$ cat src/rtl/dar_pkg.sv
// Shared widths and encodings for the dar register file and its arbiter.
// Latency: n/a (types and constants only).
// Backpressure: n/a.
package dar_pkg;

    localparam int DAR_DATA_W = 8;
    localparam int DAR_ADDR_W = 2;

    // Arbiter sequencing states: accept, drive the register file, respond.
    typedef enum logic [1:0] {
        IDLE  = 2'd0,
        ISSUE = 2'd1,
        RESP  = 2'd2
    } dar_state_e;

    // Which client owns the command currently in flight.
    typedef enum logic {
        REQ0 = 1'b0,
        REQ1 = 1'b1
    } dar_owner_e;

endpackage

$ cat src/rtl/dar_arb_if.sv
// Client command/response handshakes plus the register file port of dar_arb.
// Latency: n/a (wiring only).
// Backpressure: reqN_ready qualifies reqN_valid; responses are unthrottled pulses.
interface dar_arb_if #(
    parameter int DATA_W = 8,
    parameter int ADDR_W = 2
);
    logic              req0_valid;
    logic              req0_we;
    logic [ADDR_W-1:0] req0_addr;
    logic [DATA_W-1:0] req0_wdata;
    logic              req0_ready;
    logic              req1_valid;
    logic              req1_we;
    logic [ADDR_W-1:0] req1_addr;
    logic [DATA_W-1:0] req1_wdata;
    logic              req1_ready;
    logic              rsp0_valid;
    logic [DATA_W-1:0] rsp0_rdata;
    logic              rsp1_valid;
    logic [DATA_W-1:0] rsp1_rdata;
    logic              rf_w_en;
    logic              rf_r_en;
    logic [ADDR_W-1:0] rf_addr;
    logic [DATA_W-1:0] rf_wdata;
    logic [DATA_W-1:0] rf_rdata;

    // Client side (and register file read data source).
    modport master (
        output req0_valid, req0_we, req0_addr, req0_wdata,
        output req1_valid, req1_we, req1_addr, req1_wdata,
        output rf_rdata,
        input  req0_ready, req1_ready,
        input  rsp0_valid, rsp0_rdata, rsp1_valid, rsp1_rdata,
        input  rf_w_en, rf_r_en, rf_addr, rf_wdata
    );

    // Arbiter side.
    modport slave (
        input  req0_valid, req0_we, req0_addr, req0_wdata,
        input  req1_valid, req1_we, req1_addr, req1_wdata,
        input  rf_rdata,
        output req0_ready, req1_ready,
        output rsp0_valid, rsp0_rdata, rsp1_valid, rsp1_rdata,
        output rf_w_en, rf_r_en, rf_addr, rf_wdata
    );
endinterface

$ cat src/rtl/dar_rr_pick.sv
// Two-way winner picker; round-robin on ties, or fixed priority to requester 0
// when DAR_ARB_FIXED_PRIO_EN is defined. Latency: combinational, zero cycles.
// Backpressure: none; gnt is meaningful only while any is high.
module dar_rr_pick (
    input  logic v0,
    input  logic v1,
    input  logic last,
    output logic gnt,
    output logic any
);

    assign any = v0 | v1;

`ifdef DAR_ARB_FIXED_PRIO_EN
    // Requester 0 always wins; the round-robin pointer is ignored.
    logic unused_last;
    assign unused_last = last;
    assign gnt = ~v0 & v1;
`else
    // On a tie the requester that did not win last time goes next.
    assign gnt = (v0 & v1) ? ~last : v1;
`endif

endmodule

$ cat src/rtl/dar_arb.sv
// Two-client arbiter/sequencer for the dar register file (optional DAR_ARB_FIXED_PRIO_EN).
// Latency: accept in cycle 0, rf access in cycle 1, response pulse in cycle 2; one command per 3 cycles.
// Backpressure: ready only in IDLE to the single winner; losers hold valid until accepted.
module dar_arb
    import dar_pkg::*;
#(
    parameter int DATA_W = DAR_DATA_W,
    parameter int ADDR_W = DAR_ADDR_W
) (
    input  logic      clk,
    input  logic      rst,
    dar_arb_if.slave  bus
);

    dar_state_e        state_q, state_d;
    dar_owner_e        owner_q, owner_d;
    logic              last_q,  last_d;
    logic              we_q,    we_d;
    logic [ADDR_W-1:0] addr_q,  addr_d;
    logic [DATA_W-1:0] wdata_q, wdata_d;
    logic              gnt;
    logic              any;

    dar_rr_pick u_pick (
        .v0   (bus.req0_valid),
        .v1   (bus.req1_valid),
        .last (last_q),
        .gnt  (gnt),
        .any  (any)
    );

    // State, round-robin pointer and command latch; reset aborts any command in flight.
    always_ff @(posedge clk or posedge rst) begin
        if (rst) begin
            state_q <= IDLE;
            owner_q <= REQ0;
            last_q  <= 1'b1;
            we_q    <= 1'b0;
            addr_q  <= '0;
            wdata_q <= '0;
        end else begin
            state_q <= state_d;
            owner_q <= owner_d;
            last_q  <= last_d;
            we_q    <= we_d;
            addr_q  <= addr_d;
            wdata_q <= wdata_d;
        end
    end

    // Next-state, accept/latch, register file drive and response decode.
    always_comb begin
        state_d        = state_q;
        owner_d        = owner_q;
        last_d         = last_q;
        we_d           = we_q;
        addr_d         = addr_q;
        wdata_d        = wdata_q;
        bus.req0_ready = 1'b0;
        bus.req1_ready = 1'b0;
        bus.rsp0_valid = 1'b0;
        bus.rsp0_rdata = '0;
        bus.rsp1_valid = 1'b0;
        bus.rsp1_rdata = '0;
        bus.rf_w_en    = 1'b0;
        bus.rf_r_en    = 1'b0;
        bus.rf_addr    = '0;
        bus.rf_wdata   = '0;
        case (state_q)
            IDLE: begin
                if (any) begin
                    if (gnt) begin
                        bus.req1_ready = 1'b1;
                        we_d           = bus.req1_we;
                        addr_d         = bus.req1_addr;
                        wdata_d        = bus.req1_wdata;
                    end else begin
                        bus.req0_ready = 1'b1;
                        we_d           = bus.req0_we;
                        addr_d         = bus.req0_addr;
                        wdata_d        = bus.req0_wdata;
                    end
                    owner_d = dar_owner_e'(gnt);
                    last_d  = gnt;
                    state_d = ISSUE;
                end
            end
            ISSUE: begin
                bus.rf_addr  = addr_q;
                bus.rf_wdata = wdata_q;
                bus.rf_w_en  = we_q;
                bus.rf_r_en  = ~we_q;
                state_d      = RESP;
            end
            RESP: begin
                // rf_rdata was loaded by the ISSUE edge; writes answer with zero.
                if (owner_q == REQ1) begin
                    bus.rsp1_valid = 1'b1;
                    bus.rsp1_rdata = we_q ? '0 : bus.rf_rdata;
                end else begin
                    bus.rsp0_valid = 1'b1;
                    bus.rsp0_rdata = we_q ? '0 : bus.rf_rdata;
                end
                state_d = IDLE;
            end
            default: state_d = IDLE;
        endcase
    end

endmodule

$ cat src/flat_wrapper.sv
// flat-port wrapper written by rule: the top's interface ports become plain ports
module dar_arb_flat import dar_pkg::*;
#(
    parameter int DATA_W = DAR_DATA_W,
    parameter int ADDR_W = DAR_ADDR_W
)
  (clk, rst, bus_req0_valid, bus_req0_we, bus_req0_addr, bus_req0_wdata, bus_req1_valid, bus_req1_we, bus_req1_addr, bus_req1_wdata, bus_rf_rdata, bus_req0_ready, bus_req1_ready, bus_rsp0_valid, bus_rsp0_rdata, bus_rsp1_valid, bus_rsp1_rdata, bus_rf_w_en, bus_rf_r_en, bus_rf_addr, bus_rf_wdata);
  dar_arb_if #(.DATA_W(DATA_W), .ADDR_W(ADDR_W)) bus_i ();
  input  logic clk;
  input  logic rst;
  input wire logic [$bits(bus_i.req0_valid)-1:0] bus_req0_valid;
  input wire logic [$bits(bus_i.req0_we)-1:0] bus_req0_we;
  input wire logic [$bits(bus_i.req0_addr)-1:0] bus_req0_addr;
  input wire logic [$bits(bus_i.req0_wdata)-1:0] bus_req0_wdata;
  input wire logic [$bits(bus_i.req1_valid)-1:0] bus_req1_valid;
  input wire logic [$bits(bus_i.req1_we)-1:0] bus_req1_we;
  input wire logic [$bits(bus_i.req1_addr)-1:0] bus_req1_addr;
  input wire logic [$bits(bus_i.req1_wdata)-1:0] bus_req1_wdata;
  input wire logic [$bits(bus_i.rf_rdata)-1:0] bus_rf_rdata;
  output wire logic [$bits(bus_i.req0_ready)-1:0] bus_req0_ready;
  output wire logic [$bits(bus_i.req1_ready)-1:0] bus_req1_ready;
  output wire logic [$bits(bus_i.rsp0_valid)-1:0] bus_rsp0_valid;
  output wire logic [$bits(bus_i.rsp0_rdata)-1:0] bus_rsp0_rdata;
  output wire logic [$bits(bus_i.rsp1_valid)-1:0] bus_rsp1_valid;
  output wire logic [$bits(bus_i.rsp1_rdata)-1:0] bus_rsp1_rdata;
  output wire logic [$bits(bus_i.rf_w_en)-1:0] bus_rf_w_en;
  output wire logic [$bits(bus_i.rf_r_en)-1:0] bus_rf_r_en;
  output wire logic [$bits(bus_i.rf_addr)-1:0] bus_rf_addr;
  output wire logic [$bits(bus_i.rf_wdata)-1:0] bus_rf_wdata;
  assign bus_i.req0_valid = bus_req0_valid;
  assign bus_i.req0_we = bus_req0_we;
  assign bus_i.req0_addr = bus_req0_addr;
  assign bus_i.req0_wdata = bus_req0_wdata;
  assign bus_i.req1_valid = bus_req1_valid;
  assign bus_i.req1_we = bus_req1_we;
  assign bus_i.req1_addr = bus_req1_addr;
  assign bus_i.req1_wdata = bus_req1_wdata;
  assign bus_i.rf_rdata = bus_rf_rdata;
  assign bus_req0_ready = bus_i.req0_ready;
  assign bus_req1_ready = bus_i.req1_ready;
  assign bus_rsp0_valid = bus_i.rsp0_valid;
  assign bus_rsp0_rdata = bus_i.rsp0_rdata;
  assign bus_rsp1_valid = bus_i.rsp1_valid;
  assign bus_rsp1_rdata = bus_i.rsp1_rdata;
  assign bus_rf_w_en = bus_i.rf_w_en;
  assign bus_rf_r_en = bus_i.rf_r_en;
  assign bus_rf_addr = bus_i.rf_addr;
  assign bus_rf_wdata = bus_i.rf_wdata;
  dar_arb #(.DATA_W(DATA_W), .ADDR_W(ADDR_W)) u_core (.clk(clk), .rst(rst), .bus(bus_i));
endmodule
$ cat config.mk
export PLATFORM = sky130hd
export DESIGN_NAME = dar_arb_flat
export DESIGN_NICKNAME = d
export VERILOG_FILES = /design/src/rtl/dar_pkg.sv /design/src/rtl/dar_arb_if.sv /design/src/rtl/dar_rr_pick.sv /design/src/rtl/dar_arb.sv /design/src/flat_wrapper.sv
export SDC_FILE = /design/constraint.sdc
export NUM_CORES = 1
export LEC_CHECK = 0
export BUFFER_PORTS_ARGS = -buffer_cell sky130_fd_sc_hd__buf_2
export CAP_MARGIN = 20
export CORE_ASPECT_RATIO = 1.25
export CORE_MARGIN = 5
export CORE_UTILIZATION = 42
export DETAILED_ROUTE_END_ITERATION = 16
export PLACE_DENSITY = 0.83
export SYNTH_ARGS = -nofsm -noshare
export SYNTH_HDL_FRONTEND = slang
export SYNTH_SLANG_ARGS = --single-unit
$ cat constraint.sdc
create_clock -name clk -period 2.1 [get_ports clk]
set_clock_uncertainty 0.05 [all_clocks]
set_input_delay 0.315 -clock clk [delete_from_list [all_inputs] [get_ports clk]]
set_output_delay 0.315 -clock clk [all_outputs]
set_load 0.05 [all_outputs]
Word level (Yosys, flattened, before mapping). Cells that the tools add are included.

Shift-type cells: 0. Magnitude comparators: 0. Mux-type cells: 25. Reduce and logical (&&, ||, !) cells: 2. Multipliers: 0. Equality and inequality tests: 3. Bitwise logic cells: 4. Div/mod/pow operators: 0. Add/subtract/negate cells: 0.

Operators by type and width (number): two-way mux 8 bit (7); two-way mux 1 bit (14); two-way mux 2 bit (3); case mux 2 bit (2 select lines) (1); equality test 2 x 1 -> 1 bit (second input constant) (1); equality test 2 bit (second input constant) (1); logical NOT 2 bit (1); != test 2 x 1 -> 1 bit (second input constant) (1); inverter 1 bit (2); AND reduction 2 bit (1); AND 1 bit (1); OR 1 bit (1).

Memories: 0. Latch bits: 0. Input bits: 34. Bits in writable memories: 0. Word-level logic and storage cells: 40. Output and inout bits: 32. Register bits after elaboration: 15. Bits in read-only memories: 0.

Logic depth before layout (Yosys ltp). Gate-level depths: netlist (run 1).

Depth in word-level cells: 5. Gate-level depth with buffers: 5. Gate-level depth less buffers: 4.

Modules after synthesis. From an unflattened synthesis (run 1), not the netlist that was laid out.

Cells, all modules: 92. Area, all modules: 1011.0 um2.

Modules (own cells, without submodules): dar_arb (times used 1, cells each 90, sequential area each 376.6 um2, area each 997.2 um2); dar_rr_pick (times used 1, cells each 2, sequential area each 0.0 um2, area each 13.8 um2).

Least setup slack after synthesis (run 1). Ideal clock, no wire load.

Path type: register to output. Start point: register u_core.last_q. End point: output bus_req1_ready. Data required time: 1.735 ns. Path buffers: 0. Arrival time: 1.738 ns. Cell stages (with the launch flop): 3. Slack: -0.003 ns. Path through: dfstp_2 a21bo_2 nor3_1.

Word-level cells in the longest chain between the ends: 5.

Ends and longest elaborated chain: start: declaration (line dar_arb.sv:17) `logic last_q, last_d;`; start signal: assignment (line dar_arb.sv:44) `last_q <= last_d;`; inverter 1 bit (line dar_rr_pick.sv:21) `assign gnt = (v0 & v1) ? ~last : v1;`; two-way mux 1 bit (line dar_rr_pick.sv:21); two-way mux 1 bit (line dar_arb.sv:72) `if (gnt) begin`; two-way mux 1 bit (line dar_arb.sv:71) `if (any) begin`; two-way mux 1 bit (line dar_arb.sv:69) `case (state_q)`; end: declaration (line flat_wrapper.sv:21) `output wire logic [$bits(bus_i.req1_ready)-1:0] bus_req1_ready;`.

No other way between the ends.

Final worst setup path (run 1).
Start point: register u_core.last_q. End point: output bus_req0_ready.

Word-level cells in the longest chain between the ends: 5.

Ends and longest elaborated chain: inverter 1 bit (line dar_rr_pick.sv:21); two-way mux 1 bit (line dar_rr_pick.sv:21); two-way mux 1 bit (line dar_arb.sv:72); two-way mux 1 bit (line dar_arb.sv:71); two-way mux 1 bit (line dar_arb.sv:69); end: declaration (line flat_wrapper.sv:20) `output wire logic [$bits(bus_i.req0_ready)-1:0] bus_req0_ready;`.

No other way between the ends.

==> flow_summary_export.csv, run 1 <==
group,metric,value,unit
routing,via_per_inst,5.124,
floorplan,start_util,0.4476,
floorplan,ios,66,
critical_path,crit_start,"u_core.last_q",
critical_path,slowest_stage,"dfstp_2",
critical_path,critPathKind,"register to output pin",
yosys,synth_cell_types,22,
critical_path,reg2reg_from,"u_core.state_q[1]",
sta,final.setup.tns,0,ns
placed_design,dp_hpwl,2.134,mm
yosys,yosysWarnings,0,
critical_path,critPathLaunchType,"register",
clocking,clock_latency,0.28,ns
floorplan,fp.dieH,61.67,um
critical_path,crit_arrival,1.58,ns
floorplan,coreArea,0.002004,mm2
routing,ant_nets,0,
yosys,syn_avg_cell_area,8.307,um2
sta,fmax,514.7,MHz
clocking,cts_made_buffers,3,
routing,wl_per_cell,12.88,um
yosys,postSynthCellCount,108,
sta,finalCritPeriodShare,0.9252,
finish,final_nets,209,
yosys,synth.area.top_cells,"dfrtp_1, and2_1, nor2_1",
job,maxCapViolCount,0,
sta,rsz0062_at_grt,"no",
critical_path,cp_cell_sequence,"a21bo_2 > and3_4 > buf_2",
pwr,power.density,1609,mW/mm2
yosys,async_reset_ff_frac,1.000,
routing,drtIter0Drc,13,
finish,n_fill_cell,197,
yosys,synth_xor_area_frac,0,
routing,num_vias,994,
yosys,ys_ff_latch,15,
finish,area_growth,43.24,%
placed_design,port_buffers,65,
yosys,synth_ff_type,"dfrtp_1",
run_status,run_status,"completed",
clocking,root_buffer,"clkbuf_4",
clocking,hold_buffers,0,
critical_path,cp.required,1.74,ns
pwr,peakVddDrop,0.8992,mV
yosys,synth_top_family_by_area,"simple AND/OR/NAND/NOR gates",
global_routing,antenna_found_initial,0,
global_routing,grt_start_max_net_pins,16,
placed_design,gp_congestion,0.7321,
critical_path,crit_path_end_kind,"output pin",
yosys,synth_top_area_frac,0.3905,
yosys,ys_seq_area_frac,0.4198,
routing,post-route-drc-count,0,
sta,slew_headroom,0.6272,
yosys,synthTopCellsByCount,"nor2_1, dfrtp_1, nand2_1",
sta,period_minus_slack,1.943,ns
routing,routed_wirelength,2.499,mm
yosys,netlist_area,897.1,um2
sta,slew_viol_final,0,
yosys,yosysTopAreaCell,"dfrtp_1",
floorplan,std_cell_rows,18,
yosys,synthAdderAreaFrac,0,
yosys,yosysMostFrequentCell,"nor2_1",
pwr,leakagePower,0.0007464,uW
sta,tightest_slew,0.5586,ns
critical_path,reg2regPathDepth,3,
placed_design,dpl-instance-area,0.001241,mm2
clocking,cts_tree,"done",
global_routing,gr-total-overflow,0,
hold_path,hold_path.class,"input pin to asynchronous set/reset pin",
routing,first_pass_iters,5,
clocking,cts_sinks,15,
clocking,clockBufferDepth,2,
critical_path,r2r_end,"u_core.addr_q[1]",
yosys,synth_compound_area_frac,0.1674,
sta,hold_viol,0,
finish,diodes,0,
yosys,syn_nets,142,
clocking,path_clk_slew,0.08,ns
finish,final_util,0.6411,
finish,fin_area,0.001285,mm2
critical_path,ff2ff_setup_slack,0.66,ns
global_routing,grt_pass1_wl,4.022,mm
floorplan,die_w,51.34,um
global_routing,grt_pass1_vias,943,
floorplan,dieArea,0.003166,mm2
yosys,synth-edff-count,0,
sta,setup_viol,0,
finish,drive_gt1_frac,0.4425,
global_routing,track_usage,0.1669,
yosys,yosys.area_share.simple,0.3501,
critical_path,cp_slowest_stage_delay,0.55,ns
yosys,muxShareOfSynthArea,0,
clocking,cts_htree_levels,1,
critical_path,crit_fanout,8,
==> worst max-delay path: cells and delay by family (launching register included) <==
kind | cells | cell delay [ns]
AO/OA/AOI/OAI | 1 | 0.23
buffers and inverters | 1 | 0.27
flip-flops | 1 | 0.55
AND/OR/NAND/NOR | 1 | 0.25
==> repair_timing <==
action | CTS | global route
gates resized for setup | 0 | 7
buffers inserted | 0 | 0
endpoints found under the setup margin | 0 | 8
==> state kept, by name (all words and copies together) (netlist names) <==
signal and count:
u_core.last_q 1, u_core.we_q 1, u_core.wdata_q 8, u_core.state_q 2, u_core.owner_q 1, u_core.addr_q 2
==> cell families after synthesis <==
family	after synthesis
AOI/OAI and AO/OA	21
DFF	15
and+or+nand+nor	61
buffers and inverters	11
==> worst max path at each step <==
stage / cells past startpoint / slack [ns] / endpoint
after floorplan: 3 / 0.05 / bus_rsp0_rdata[7]
after global placement: 3 / 0.41 / bus_rsp0_rdata[7]
after detailed placement: 3 / 0.37 / bus_rsp0_rdata[5]
after CTS: 3 / 0.05 / bus_rsp0_rdata[5]
after global routing: 3 / 0.09 / bus_rsp1_rdata[1]
final: 3 / 0.16 / bus_req0_ready
==> per-layer routing <==
layer | up-vias | part of all wire | wire, um | global-route usage
li1 | 496 | - | - | -
met3 | 6 | 0.13 | 322 | 0.04358
met2 | 56 | 0.51 | 1264 | 0.3131
met1 | 436 | 0.35 | 876 | 0.1792
met4 | 0 | 0.014 | 36 | 0.06742
met5 | - | 0 | 0 | 0
==> final cells by class <==
| cell class | count | area, um2 | share of cell area |
|---|---|---|---|
| inverters | 4 | 15.01 | 0.01168 |
| well taps | 20 | 25.02 | 0.01947 |
| repair buffers | 69 | 370.4 | 0.2882 |
| multi-input cells | 82 | 471.7 | 0.3671 |
| clock buffers | 4 | 26.28 | 0.02045 |
| flip-flops and latches | 15 | 376.6 | 0.2931 |
==> power by group <==
group          switching [uW]  internal, uW  total, uW
logic                     929           432       1360
registers                 104           443        546
clock network            87.0          73.7        161
total                    1120           948       2070
==> metrics by stage <==
step | hold slack [ns] | power (uW) | instances | setup WS (ns)
finish | 0.02138 | 2068 | 194 | 0.1571
global placement | 0.3367 | 1874 | 190 | 0.4122
floorplan | 0.1658 | 1592 | 108 | 0.05031
global route | 0.07460 | 2213 | 194 | 0.08661
CTS | 0.03940 | 2077 | 194 | 0.05165
detailed placement | 0.3472 | 1914 | 190 | 0.3689
==> layout by cell type (no fill, tap or decap), drive strengths merged <==
cell / count
inv: 4
nor2b: 2
a21boi: 1
a221o: 5
and2: 11
clkbuf: 10
a21bo: 1
nor2: 17
nand2: 13
nand2b: 8
or2: 1
dfstp: 1
a21oi: 6
and3: 6
nor3: 1
dfrtp: 14
or3b: 1
a21o: 2
buf: 63
nand3b: 1
a31oi: 6
No activity file was read; power rests on OpenSTA's default activity.
==> run 2, diff against run 1 <==
CORE_UTILIZATION = 37   (was 42)
CTS_BUF_LIST = sky130_fd_sc_hd__clkbuf_4   (was not set)
GPL_ROUTABILITY_DRIVEN = 1   (was not set)
PLACE_DENSITY = 0.77   (was 0.83)
clock period = 1.7 ns   (was 2.1 ns; I/O delays follow)
==> flow_summary_export.csv, run 2 (synthesized netlist as in run 1, its figures left out) <==
group,metric,value,unit
finish,multi_input_area,609.3,um2
clocking,cts_htree_levels,1,
placed_design,dp_cells,205,
critical_path,critPathLaunchType,"register",
critical_path,cp.required,1.39,ns
clocking,root_buffer,"clkbuf_4",
floorplan,start_util,0.3774,
hold_path,hold_path.class,"input pin to register",
global_routing,antenna_found_initial,0,
routing,routed_wirelength,3.425,mm
sta,period_minus_slack,1.788,ns
pwr,leakagePower,0.0008706,uW
global_routing,track_usage,0.1997,
finish,final_nets,218,
floorplan,die_w,54.04,um
pwr,power.density,1939,mW/mm2
global_routing,gr-total-overflow,0,
floorplan,ios,66,
critical_path,critPathKind,"register to output pin",
pwr,peakVddDrop,1.226,mV
clocking,clockBufferDepth,2,
finish,drive_gt1_frac,0.6393,
routing,post-route-drc-count,0,
placed_design,gp_congestion,0.8161,
sta,final.setup.tns,-1.120,ns
routing,via_per_inst,4.954,
finish,diodes,0,
finish,final_cell_mix,"buf_2, buf_6, buf_8",
routing,drtIter0Drc,17,
placed_design,dp_hpwl,2.273,mm
critical_path,crit_arrival,1.48,ns
global_routing,grt_start_max_net_pins,16,
critical_path,ff2ff_setup_slack,0.23,ns
clocking,cts_sinks,15,
finish,layout_commonest_cell,"buf_2",
placed_design,dpl-instance-area,0.001275,mm2
placed_design,port_buffers,65,
finish,top_register,"u_core.wdata_q",
finish,final_util,0.7474,
sta,finalCritPeriodShare,1.052,
sta,tightest_slew,0.5712,ns
floorplan,dieArea,0.003516,mm2
routing,num_vias,1070,
routing,first_pass_iters,3,
routing,wl_per_cell,15.86,um
finish,final-instance-count-excl-fill,216,
sta,fmax,559.3,MHz
global_routing,grt_pass1_wl,5.223,mm
finish,largest_reg_flops,8,
global_routing,grt_pass1_vias,1133,
finish,seq_area,376.6,um2
sta,slew_viol_final,0,
critical_path,crit_fanout,5,
floorplan,std_cell_rows,20,
run_status,violations,"negative setup slack",
floorplan,coreArea,0.002377,mm2
finish,fin_area,0.001777,mm2
clocking,cts_made_buffers,3,
finish,largest_registers,"u_core.wdata_q: 8 flops, u_core.addr_q: 2 flops, u_core.state_q: 2 flops",
sta,hold_viol,0,
run_status,run_status,"finished with violations",
clocking,cts_tree,"done",
clocking,clock_latency,0.29,ns
job,maxCapViolCount,0,
finish,area_growth,98.05,%
routing,ant_nets,0,
floorplan,fp.dieH,65.06,um
sta,setup_viol,25,
sta,slew_headroom,0.6188,
sta,worst_slack,-0.08797,ns
clocking,path_clk_slew,0.09,ns
finish,n_fill_cell,178,
sta,rsz0062_at_grt,"yes",
critical_path,crit_path_end_kind,"output pin",
## run 2: cell types whose count changed in the layout (fill, tap and decap cells not counted), sizes merged
cell	before	now
buf	63	76
clkbuf	10	4
or3b	1	2
dlygate4sd3	0	1
## run 2: path summary, 6_finish.rpt
| path | start | cells past startpoint | end |
|---|---|---|---|
| setup / recovery | u_core.owner_q | 3 | bus_rsp0_rdata[2] |
| hold / removal | bus_req0_we | 2 | u_core.we_q |
| setup reg to reg | u_core.state_q[1] | 4 | u_core.wdata_q[2] |
| hold reg to reg | u_core.wdata_q[1] | 1 | u_core.wdata_q[1] |
| max in group asynchronous | rst | 3 | u_core.wdata_q[4] |
| min in group asynchronous | rst | 3 | u_core.wdata_q[3] |
## run 2: per-stage QoR
step	setup slack, ns	hold slack, ns	total power [uW]
after detailed placement	0.01542	0.2855	2404
after CTS	-0.04444	0.1548	3269
after global placement	0.08045	0.2702	2355
after floorplan	-0.2885	0.1058	1969
after global routing	-0.1546	0.1462	3619
final	-0.08797	0.1461	3445
## run 2: power by group
group          internal [uW]  switching [uW]  leakage [uW]
Clock                    107             114     0.0000184
Sequential               547             148      0.000176
Combinational           1110            1420      0.000676
Total                   1770            1680      0.000871
## run 2: timing repair
action / 4_1_cts / 5_1_grt
cloned: 1 / 0
pin swaps: 8 / 6
hold endpoints to repair: 14 / 0
gates resized for setup: 109 / 20
setup endpoints to repair: 32 / 32
buffers inserted: 3 / 2
hold buffers: 1 / 0
## run 2: cell type report
type	instances	area share
sequential	15	0.2120
timing repair buffer	77	0.3965
tap	33	0.02324
inverter	4	0.008451
clock buffer	4	0.01690
multi-input combinational	83	0.3430
## run 2: critical path: stages (launching register included)
cell,delay (ns)
dfrtp_1,0.41
or3b_4,0.49
nor2_4,0.13
buf_6,0.17
## run 2: metal layers
metal | wire [um] | GRT usage | part of all wire | up-vias
li1 | - | - | - | 516
met1 | 1084 | 0.1875 | 0.32 | 483
met2 | 1878 | 0.3848 | 0.55 | 60
met3 | 372 | 0.05057 | 0.11 | 11
met4 | 90 | 0.08100 | 0.026 | 0
met5 | 0 | 0 | 0 | -
==> run 3, diff against run 2 <==
REMOVE_ABC_BUFFERS = 1   (was not set)
==> flow_summary_export.csv, run 3 (synthesized netlist as in run 1, its figures left out) <==
group,metric,value,unit
pwr,swShare,0.4854,
critical_path,crit_fanout,5,
pwr,power.density,1911,mW/mm2
floorplan,dieArea,0.003516,mm2
critical_path,reg2reg_from,"u_core.state_q[1]",
pwr,power.switching,1651,uW
placed_design,dp_hpwl,2.248,mm
routing,first_pass_iters,4,
routing,drtIter0Drc,23,
finish,diodes,0,
placed_design,post-place-ws,-0.03081,ns
critical_path,reg2regPathDepth,4,
floorplan,coreArea,0.002377,mm2
routing,wl_per_cell,15.41,um
finish,n_fill_cell,177,
finish,final_nets,217,
finish,final_util,0.7484,
placed_design,port_buffers,65,
global_routing,gr-total-overflow,0,
run_status,run_status,"finished with violations",
clocking,path_clk_slew,0.08,ns
clocking,cts_htree_levels,1,
hold_path,hold_path.class,"input pin to register",
hold_path,holdPathStages,2,
clocking,root_buffer,"clkbuf_4",
critical_path,ff2ff_setup_slack,0.19,ns
sta,rsz0062_at_grt,"yes",
routing,num_vias,1064,
pwr,leakagePower,0.0008652,uW
sta,fmax,565.7,MHz
critical_path,cp.required,1.39,ns
clocking,cts_tree,"done",
critical_path,crit_path_end_kind,"output pin",
finish,area_growth,98.33,%
routing,post-route-drc-count,0,
pwr,internal-power,1750,uW
finish,largest_registers,"u_core.wdata_q: 8 flops, u_core.addr_q: 2 flops, u_core.state_q: 2 flops",
sta,hold_viol,0,
routing,via_per_inst,4.949,
sta,worst_slack,-0.06761,ns
floorplan,std_cell_rows,20,
sta,period_minus_slack,1.768,ns
sta,slew_headroom,0.5098,
job,maxCapViolCount,0,
finish,top_register,"u_core.wdata_q",
routing,routed_wirelength,3.314,mm
hold_path,worstHoldStart,"bus_req0_wdata[0]",
routing,ant_nets,0,
critical_path,crit_arrival,1.46,ns
global_routing,track_usage,0.1721,
floorplan,ios,66,
critical_path,critPathKind,"register to output pin",
hold_path,min_to,"u_core.wdata_q[0]",
sta,hold_ws,0.1662,ns
finish,fin_area,0.001779,mm2
clocking,cts_made_buffers,3,
global_routing,grt_pass1_vias,1066,
floorplan,die_w,54.04,um
pwr,peakVddDrop,1.131,mV
floorplan,fp.dieH,65.06,um
finish,layout_commonest_cell,"buf_2",
finish,final_cell_mix,"buf_2, buf_6, buf_8",
pwr,comb_power_share,0.735,
sta,setup_viol,16,
global_routing,grt_pass1_wl,4.657,mm
finish,largest_reg_flops,8,
sta,finalCritPeriodShare,1.040,
placed_design,dpl-instance-area,0.001267,mm2
global_routing,antenna_found_initial,0,
finish,drive_gt1_frac,0.6319,
sta,slew_viol_final,0,
sta,final.setup.tns,-0.7883,ns
critical_path,critPathLaunchType,"register",
floorplan,start_util,0.3774,
pwr,seqPwrFrac,0.203,
pwr,pwr-share-clk,0.062,
global_routing,grt_start_max_net_pins,16,
critical_path,r2r_end,"u_core.addr_q[1]",
run_status,violations,"negative setup slack",
clocking,clockBufferDepth,2,
sta,tightest_slew,0.7337,ns
clocking,cts_sinks,15,
placed_design,gp_congestion,0.8422,
clocking,clock_latency,0.27,ns
## run 3: stage by stage
step                      cells  total power [uW]
final                       215              3401
after global routing        215              3586
after CTS                   212              2961
after detailed placement    205              2392
after global placement      205              2354
after floorplan             101              1909
## run 3: worst max-delay path, cell delays in order, from the launching register on
cell	delay (ns)
dfrtp_1	0.42
buf_6	0.13
nand3b_1	0.20
buf_6	0.18
nor2_4	0.09
buf_6	0.16
## run 3: timing repair
action / 4_1_cts / 5_1_grt
buffers inserted: 2 / 1
gates resized for setup: 77 / 60
pin swaps: 2 / 17
gates cloned: 0 / 2
hold buffers: 1 / 0
setup endpoints to repair: 37 / 31
hold endpoints to repair: 14 / 0
## run 3: power by group through the flow
stage	Sequential [uW]	Combinational, uW	Clock (uW)
5_1_grt	720	2640	224
3_3_place_gp	652	1700	0
3_5_place_dp	663	1730	0
4_1_cts	663	2090	210
6_report	690	2500	210
2_1_floorplan	638	1270	0
## run 3: area by class of cell
cell class,count,area [um2],area share
well taps,33,41.29,0.02321
repair buffers,76,704.4,0.3959
flip-flops and latches,15,376.6,0.2117
clock buffers,4,30.03,0.01688
multi-input cells,83,609.3,0.3425
inverters,4,17.52,0.009845
## run 3: per-layer routing
layer | part of all wire | GRT usage | vias to the layer above | routed length (um)
met2 | 0.55 | 0.3318 | 52 | 1812
met3 | 0.096 | 0.04138 | 4 | 319
met4 | 0.0060 | 0.02804 | 0 | 20
met5 | 0 | 0 | - | 0
met1 | 0.35 | 0.1821 | 494 | 1162
li1 | - | - | 514 | -
## run 3: worst max path at each step
stage,startpoint,to,slack [ns]
2_1_floorplan,u_core.last_q,bus_req1_ready,-0.34
3_3_place_gp,bus_req0_valid,u_core.addr_q[1],0.04
3_5_place_dp,bus_req0_valid,u_core.we_q,-0.03
4_1_cts,u_core.state_q[0],bus_rsp0_rdata[7],-0.06
5_1_grt,u_core.state_q[0],bus_rsp1_rdata[7],-0.13
6_report,u_core.state_q[0],bus_rsp1_rdata[5],-0.07
